==> config.mk <==
export PLATFORM = sky130hd
export DESIGN_NAME = tt_sweep_ctrl
export DESIGN_NICKNAME = d
export VERILOG_FILES = /design/src/rtl/tt_sweep_pkg.sv /design/src/rtl/tt_sweep_cmp.sv /design/src/rtl/tt_sweep_ctrl.sv
export SDC_FILE = /design/constraint.sdc
export NUM_CORES = 1
export LEC_CHECK = 0
export ABC_AREA = 1
export BUFFER_PORTS_ARGS = -buffer_cell sky130_fd_sc_hd__buf_2
export CORE_UTILIZATION = 42
export DETAILED_ROUTE_END_ITERATION = 6
export PLACE_DENSITY_LB_ADDON = 0.12
export RECOVER_POWER = 50
export SLEW_MARGIN = 20
export SYNTH_ARGS = -nofsm -noshare
export SYNTH_HDL_FRONTEND = slang
export SYNTH_SLANG_ARGS = --single-unit
==> constraint.sdc <==
create_clock -name clk -period 2.5 [get_ports clk]
set_clock_uncertainty 0.1 [all_clocks]
set_input_delay 0.25 -clock clk [delete_from_list [all_inputs] [get_ports clk]]
set_output_delay 0.25 -clock clk [all_outputs]
set_load 0.02 [all_outputs]
==> src/rtl/tt_sweep_pkg.sv <==
// tt_sweep_pkg
// Shared definitions for the truth-table sweep checker.
//   sweep_state_t : controller state encoding (IDLE, SETTLE, CHECK, DONE)
//   FK_DISAGREE   : fail_kind bit set when the implementations disagree
//   FK_WRONG      : fail_kind bit set when impl_out[0] differs from the table
package tt_sweep_pkg;

   typedef enum logic [1:0] {
      IDLE   = 2'd0,
      SETTLE = 2'd1,
      CHECK  = 2'd2,
      DONE   = 2'd3
   } sweep_state_t;

   localparam int FK_DISAGREE = 0;
   localparam int FK_WRONG    = 1;

endpackage

==> src/rtl/tt_sweep_cmp.sv <==
// tt_sweep_cmp
// Combinational comparator for one stimulus vector.
// Ports:
//   impl_out     [NUM_IMPL] : output bit of each implementation under test
//   expected_bit            : reference value f(stim) from the latched table
//   disagree                : implementations do not all produce the same bit
//   wrong                   : impl_out[0] differs from the reference value
module tt_sweep_cmp #(
   parameter int NUM_IMPL = 3
) (
   input  logic [NUM_IMPL-1:0] impl_out,
   input  logic                expected_bit,
   output logic                disagree,
   output logic                wrong
);

   // All bits agree only when they are all ones or all zeros, so any mix of
   // ones and zeros means at least one implementation differs.
   assign disagree = (|impl_out) & ~(&impl_out);

   // Implementation 0 stands in for the group when checking against the table;
   // any other implementation that differs is already caught by disagree.
   assign wrong = impl_out[0] ^ expected_bit;

endmodule

==> src/rtl/tt_sweep_ctrl.sv <==
// tt_sweep_ctrl
// Clocked self-test sequencer. Walks every IN_W-bit vector, holds each one for
// SETTLE_CYC cycles, then checks the implementations against each other and
// against the expected truth table latched at start.
// Ports:
//   clk, rst             : clock (rising edge), async active-high reset
//   start                : begin a sweep (accepted only in IDLE or DONE)
//   expected [2**IN_W]   : truth table, bit i = f(i), latched on start
//   impl_out [NUM_IMPL]  : output bit of each implementation
//   stim     [IN_W]      : vector driven to all implementations
//   busy                 : sweep in progress
//   done                 : sweep finished, held until next start or reset
//   pass                 : no failure seen (valid while done)
//   fail_idx [IN_W]      : first failing vector
//   fail_kind[2]         : {wrong, disagree} captured at first failure
//   err_cnt  [IN_W+1]    : number of failing vectors
// Configuration macro:
//   TT_SWEEP_ERR_CNT_EN  : when defined the sweep always covers every vector
//                          and err_cnt counts failures; when undefined the
//                          sweep stops at the first failure and err_cnt is 0.
module tt_sweep_ctrl
   import tt_sweep_pkg::*;
#(
   parameter int IN_W       = 4,
   parameter int NUM_IMPL   = 3,
   parameter int SETTLE_CYC = 1
) (
   input  logic                  clk,
   input  logic                  rst,
   input  logic                  start,
   input  logic [2**IN_W-1:0]    expected,
   input  logic [NUM_IMPL-1:0]   impl_out,
   output logic [IN_W-1:0]       stim,
   output logic                  busy,
   output logic                  done,
   output logic                  pass,
   output logic [IN_W-1:0]       fail_idx,
   output logic [1:0]            fail_kind,
   output logic [IN_W:0]         err_cnt
);

   localparam int               CNT_W       = (SETTLE_CYC > 1) ? $clog2(SETTLE_CYC) : 1;
   localparam logic [CNT_W-1:0] SETTLE_LAST = CNT_W'(SETTLE_CYC - 1);
   localparam logic [IN_W-1:0]  STIM_LAST   = '1;

   sweep_state_t        state_q;
   logic [CNT_W-1:0]    settle_cnt;
   logic [2**IN_W-1:0]  expected_q;
   logic                disagree;
   logic                wrong;
   logic                fail_now;
   logic                stop_now;
   logic                start_ok;

   tt_sweep_cmp #(
      .NUM_IMPL(NUM_IMPL)
   ) u_cmp (
      .impl_out    (impl_out),
      .expected_bit(expected_q[stim]),
      .disagree    (disagree),
      .wrong       (wrong)
   );

   assign fail_now = disagree | wrong;

   // start is only looked at through the registered state, so a start that
   // coincides with the edge entering DONE is not seen until DONE is visible.
   assign start_ok = start && ((state_q == IDLE) || (state_q == DONE));

   // The last vector always ends the sweep; without the counting feature the
   // first failure ends it too, since nothing more would be reported.
`ifdef TT_SWEEP_ERR_CNT_EN
   assign stop_now = (stim == STIM_LAST);
`else
   assign stop_now = (stim == STIM_LAST) || fail_now;
`endif

   // Main sequencer. pass doubles as the "no failure yet" flag, which is what
   // limits fail_idx/fail_kind capture to the first failing vector.
   always_ff @(posedge clk or posedge rst) begin
      if (rst) begin
         state_q    <= IDLE;
         settle_cnt <= '0;
         expected_q <= '0;
         stim       <= '0;
         busy       <= 1'b0;
         done       <= 1'b0;
         pass       <= 1'b0;
         fail_idx   <= '0;
         fail_kind  <= '0;
      end else begin
         case (state_q)
            IDLE, DONE: begin
               if (start_ok) begin
                  expected_q <= expected;
                  stim       <= '0;
                  settle_cnt <= '0;
                  pass       <= 1'b1;
                  fail_idx   <= '0;
                  fail_kind  <= '0;
                  busy       <= 1'b1;
                  done       <= 1'b0;
                  state_q    <= SETTLE;
               end
            end
            SETTLE: begin
               if (settle_cnt == SETTLE_LAST) begin
                  state_q <= CHECK;
               end else begin
                  settle_cnt <= settle_cnt + 1'b1;
               end
            end
            CHECK: begin
               if (fail_now) begin
                  pass <= 1'b0;
                  if (pass) begin
                     fail_idx               <= stim;
                     fail_kind[FK_WRONG]    <= wrong;
                     fail_kind[FK_DISAGREE] <= disagree;
                  end
               end
               if (stop_now) begin
                  busy    <= 1'b0;
                  done    <= 1'b1;
                  state_q <= DONE;
               end else begin
                  stim       <= stim + 1'b1;
                  settle_cnt <= '0;
                  state_q    <= SETTLE;
               end
            end
            default: state_q <= IDLE;
         endcase
      end
   end

`ifdef TT_SWEEP_ERR_CNT_EN
   localparam logic [IN_W:0] ERR_MAX = (IN_W+1)'(2**IN_W);

   // Failing-vector counter, cleared on an accepted start and saturating at
   // the number of vectors in a sweep.
   always_ff @(posedge clk or posedge rst) begin
      if (rst) begin
         err_cnt <= '0;
      end else if (start_ok) begin
         err_cnt <= '0;
      end else if ((state_q == CHECK) && fail_now && (err_cnt != ERR_MAX)) begin
         err_cnt <= err_cnt + 1'b1;
      end
   end
`else
   assign err_cnt = '0;
`endif

endmodule

# After elaboration in Yosys (flattened, before gate mapping)
# Index checks and enable logic that the tools add are counted.
totals:
  input_bits: 22
  word_cells: 68
  ff_bits: 32
  out_inout_bits: 18
classes:
  n_addsub: 2
  n_eq_ne: 10
  reduce_logical: 15
  n_mux: 27
  bitwise: 4
  order_cmp: 1
ops:
  columns: ["cell", "n"]
  rows:
  - ["two-way mux 4 bit", 4]
  - ["one-hot mux 4 bit (2 select lines)", 2]
  - ["two-way mux 2 bit", 6]
  - ["!= test 2 bit (second input constant)", 6]
  - ["AND reduction 3 bit", 4]
  - ["two-way mux 1 bit", 8]
  - ["one-hot mux 1 bit (2 select lines)", 3]
  - ["one-hot mux 2 bit (3 select lines)", 1]
  - ["AND reduction 2 bit", 3]
  - ["less-than comparator 4 x 5 -> 1 bit (second input constant)", 1]
  - ["adder 4 x 1 -> 4 bit (second input constant)", 1]
  - ["binary-select mux 1 bit (select 4 bit)", 1]
  - ["equality test 2 bit (second input constant)", 2]
  - ["equality test 4 bit (second input constant)", 1]
  - ["one-hot mux 2 bit (2 select lines)", 1]
  - ["AND reduction 4 bit", 1]
  - ["one-hot mux 1 bit (3 select lines)", 1]
  - ["OR reduction 3 bit", 1]
  - ["equality test 2 x 1 -> 1 bit (second input constant)", 1]
  - ["logical NOT 2 bit", 1]
  - ["logical OR 1 bit", 2]
  - ["nonzero test 2 bit", 1]
  - ["OR reduction 2 bit", 1]
  - ["adder 1 bit (second input constant)", 1]
  - ["other kinds (5)", 5]

# Depth between registers and ports, before layout
depth:
  depth_word: 7
  mapped_depth: 14

# Hierarchy
# Synthesis repeated with hierarchy kept, for this count alone.
hier_totals:
  cells_unflattened: 199
  area_unflattened_um2: 1610.3
modules_own_cells:
  columns: ["mod", "area_per_inst_um2", "n_inst", "cells_each"]
  rows:
  - ["tt_sweep_ctrl", 1581.5, 1, 193]
  - ["tt_sweep_cmp", 28.8, 1, 6]

# Worst setup path before layout
# Ideal clock, no wire load.
synth_path:
  kind: "reg-to-reg"
  start: "register stim[0]"
  end: "register stim[1]"
  path_slack_ps: 736
  stages_incl_launch_ff: 13
  t_arrival_ps: 1546
  setup_time_ps: 118
  path_cell_list: "dfrtp_1 buf_6 nand2_1 nand3_2 nand3_1 nand3_1 nand3_2 nand2_4 nand3_4 nand2_4 nand2_4 nand2_1 nand2_1"
synth_between:
  elab_chain_cells: 7
synth_lines:
  columns: ["element", "line", "rtl"]
  rows:
  - ["start, declared", "tt_sweep_ctrl.sv:33", "output logic [IN_W-1:0] stim,"]
  - ["start signal, assigned", "tt_sweep_ctrl.sv:127", "stim <= stim + 1'b1;"]
  - ["binary-select mux 1 bit (select 4 bit)", "tt_sweep_ctrl.sv:59", ".expected_bit(expected_q[stim]),"]
  - ["two-way mux 1 bit (not written as such)", "tt_sweep_ctrl.sv:59", null]
  - ["XOR 1 bit", "tt_sweep_cmp.sv:23", "assign wrong = impl_out[0] ^ expected_bit;"]
  - ["OR 1 bit", "tt_sweep_ctrl.sv:64", "assign fail_now = disagree | wrong;"]
  - ["logical OR 1 bit", "tt_sweep_ctrl.sv:75", "assign stop_now = (stim == STIM_LAST) || fail_now;"]
  - ["!= test 2 bit (no source line)", null, null]
  - ["AND reduction 3 bit (no source line)", null, null]
# Several ways; a longest one is shown, not always the timed one. The select of a mux whose other input is x is not followed.
# A chain may end at the register's enable or synchronous reset.

# Worst setup path after layout
layout_path:
  start: "register state_q[1]"
  end: "register expected_q[15]"
layout_between:
  elab_chain_cells: 4
layout_lines:
  columns: ["element", "line", "rtl"]
  rows:
  - ["start, declared", "tt_sweep_ctrl.sv:46", "sweep_state_t state_q;"]
  - ["start signal, assigned", "tt_sweep_ctrl.sv:82", "state_q <= IDLE;"]
  - ["start signal, assigned", "tt_sweep_ctrl.sv:103", "state_q <= SETTLE;"]
  - ["start signal, assigned", "tt_sweep_ctrl.sv:108", "state_q <= CHECK;"]
  - ["equality test 2 bit or logical NOT 2 bit (tied branches)", "tt_sweep_ctrl.sv:68, tt_sweep_ctrl.sv:92", null]
  - ["logical OR 1 bit", "tt_sweep_ctrl.sv:68", "assign start_ok = start && ((state_q == IDLE) || (state_q == DONE));"]
  - ["logical AND 1 bit", "tt_sweep_ctrl.sv:68", null]
  - ["AND reduction 2 bit (no source line) (*)", null, null]
  - ["end signal, assigned", "tt_sweep_ctrl.sv:95", "expected_q <= expected;"]
  - ["end, declared", "tt_sweep_ctrl.sv:48", "logic [2**IN_W-1:0] expected_q;"]
# Mark *: on every way between the ends. The rest lies on a longest branch, timed or not.

==> results.md <==
* Status: finished, final reports clean
* CP required at between 2000 and 3000 ps
* First-pass GRT wire length at about 6000 µm
* Minimum hold slack at roughly 54 ps
* Ranking of synthesized cells by area: dfrtp_1 (43%), nand2_1 (22%), inv_1 (4.6%)
* Clock Path Buffers at 2
* Setup WS pre-CTS at roughly 520 ps
* CTS H-tree depth at 2
* Initial DRC Count at between 80 and 90
* Crit end category: flop
* Power Dens Cells at around 1100 nW/µm²
* Chip height at between 60 and 70 µm
* PostCTS Resize Cnt at 0
* Vias in the first global route at between 1000 and 1500
* Util after Layout at a little over 50%
* Yosys reg bits at 31
* Initial antenna violation count at 0
* Number of buffers created by CTS at 5
* Nets at just over 300
* Area of the core at between 4000 and 5000 µm²
* Clock Latency Late Sink at between 200 and 300 ps
* Setup TNS at 0 ps
* CTS tree: built
* Postcts setup bufs at 0
* Total grt overflow at 0
* CP max FO at 16
* Starting Density at between 40% and 50%
* # setup viols final at 0
* Clk slew on worst S/H paths at 70 ps
* Minimum clock period at between 1500 and 2000 ps
* Final Hold Vio Count at 0
* DR DRC count at 0
* Inst Count DP at 319
* Pins Over Slew Limit at 0
* Cells after Synth at between 200 and 250
* Hold_buf cts at 1
* RSZ-0062 raised after global routing: false
* Worst Hold Class: input pin to flop
* Post-synth top area cell: dfrtp_1
* Final estimated routing congestion in global placement at just under 0.9
* Largest net degree at the start of global routing at 32
* Maxcap violations at 0
* Max Clock Freq at between 500 and 600 MHz
* I/O Pins at 40
* LEAKAGE at about 1.2 nW
* Hpwl dp at 2610 µm
* Data arrival, critical path at roughly 2000 ps
* Fin crit share at approximately four fifths
* Warning count from the yosys run at 0
* Post-synthesis sequential area ratio at 43.4%
* Post-route ant nets at 0
* Drt via density at about 4.7
* Distinct cells, synth at 27
* CTS sink count at 31
* PnR Total Power at 2.18 mW
* Top-area cell type share of the netlist area at between 40 and 50%
* Initial DRT Pass Iterations at 4
* VDD IR max at 0.550 mV
* Post-route insts no fill at about 330
* Placed inst area at 1990 µm²
* Avg WL per Cell at around 11 µm
* Avg Synthesized Cell Area at between 7 and 8 µm²
* Layout cell share with drive strength beyond 1 at approximately a fifth
* CTS root buffer: clkbuf_8
* Synth-to-layout area growth at 16.0%
* Crit path launch type: flop
* Gr usage total at between 10% and 20%
* Worst-Margin Slew at around 780 ps
* Final Instance Area at approximately 2100 µm²
* WL final at between 3000 and 4000 µm
* Die Wd at 67.2 µm
* Crit path setup slack, layout at around 540 ps
* Std cell rows at 23
* Worst slew margin at 47.7%
* Ant. Diodes at 0
* Number of port buffers at 34
* Synthesized cell area at 1790 µm²
* Crit path kind: flop to flop
* Die area at roughly 4500 µm²
* Via count at approximately 1500
[path summary, 6_finish.rpt]
kind | startpoint | end | slack (ps) | cells after the start
hold / removal | expected[6] | expected_q[6] | 50 | 3
min in group asynchronous | rst | state_q[0] | 620 | 4
hold reg to reg | fail_idx[1] | fail_idx[1] | 370 | 2
setup / recovery | state_q[1] | expected_q[15] | 540 | 5
setup reg to reg | state_q[1] | expected_q[15] | 540 | 5
max in group asynchronous | rst | expected_q[11] | 1170 | 4
[power by group]
| group | internal [mW] | switching [mW] | leakage (nW) |
|---|---|---|---|
| combinational | 0.333 | 0.668 | 0.727 |
| clock | 0.195 | 0.181 | 0.0422 |
| sequential | 0.691 | 0.113 | 0.397 |
[critical path, cell delays in order, from the launching register on]
cell,delay [ps]
dfrtp_1,400
ha_1,370
nand2_1,270
inv_1,320
buf_4,270
o21ai_0,100
[logic make-up (layout without fill, tap and decap cells)]
group                    after synthesis  count (layout)  synth area share, %
AND/OR/NAND/NOR                      151             151                 39.2
buffers and inverters                 39              74                 9.81
flip-flops                            31              31                 43.4
AO/OA/AOI/OAI                         14              14                 5.26
adder cells (fa/ha/maj)                3               3                 2.10
other                                  1               5                0.210
[sequential cells by signal (all words and copies together), names as in the netlist]
| signal | cells |
|---|---|
| busy | 1 |
| state_q | 2 |
| stim | 4 |
| expected_q | 16 |
| done | 1 |
| fail_idx | 4 |
| fail_kind | 2 |
| pass | 1 |
[layout make-up]
class / count / area [µm²]
clock buffers: 7 / 76.3
clock inverters: 1 / 5.00
fillers: 439 / 1960
inverters: 27 / 101
multi-input cells: 173 / 850
flip-flops and latches: 31 / 776
well taps: 50 / 62.6
repair buffers: 39 / 200
[cell usage after synthesis (all sizes together)]
| master | instances |
|---|---|
| nand3 | 23 |
| nand2 | 108 |
| a21oi | 3 |
| dfrtp | 31 |
| clkbuf | 3 |
| nand4 | 7 |
| clkinv | 1 |
| conb | 1 |
| inv | 26 |
| ha | 3 |
| o21ai | 10 |
| nor3 | 1 |
| or2 | 1 |
| a31oi | 1 |
| buf | 9 |
| nor2 | 11 |
[metal layers]
| metal | vias up | GRT usage (%) | part of all wire [%] |
|---|---|---|---|
| met5 | - | 0 | 0 |
| met1 | 686 | 26.1 | 52 |
| li1 | 812 | - | - |
| met3 | 5 | 5.07 | 4.1 |
| met4 | 0 | 8.24 | 1.7 |
| met2 | 34 | 25.6 | 42 |
[layout by cell type, fill, tap and decap left out, types with 5 or more instances in the layout]
cell	netlist	final
inv_1	22	22
nor2_1	10	10
nand4_1	7	7
clkbuf_8	0	5
dfrtp_1	31	31
clkbuf_1	3	8
o21ai_0	8	8
nand2_1	105	105
buf_2	2	28
conb_1	1	5
nand3_1	16	16
Power figures use the tool's default switching activity.
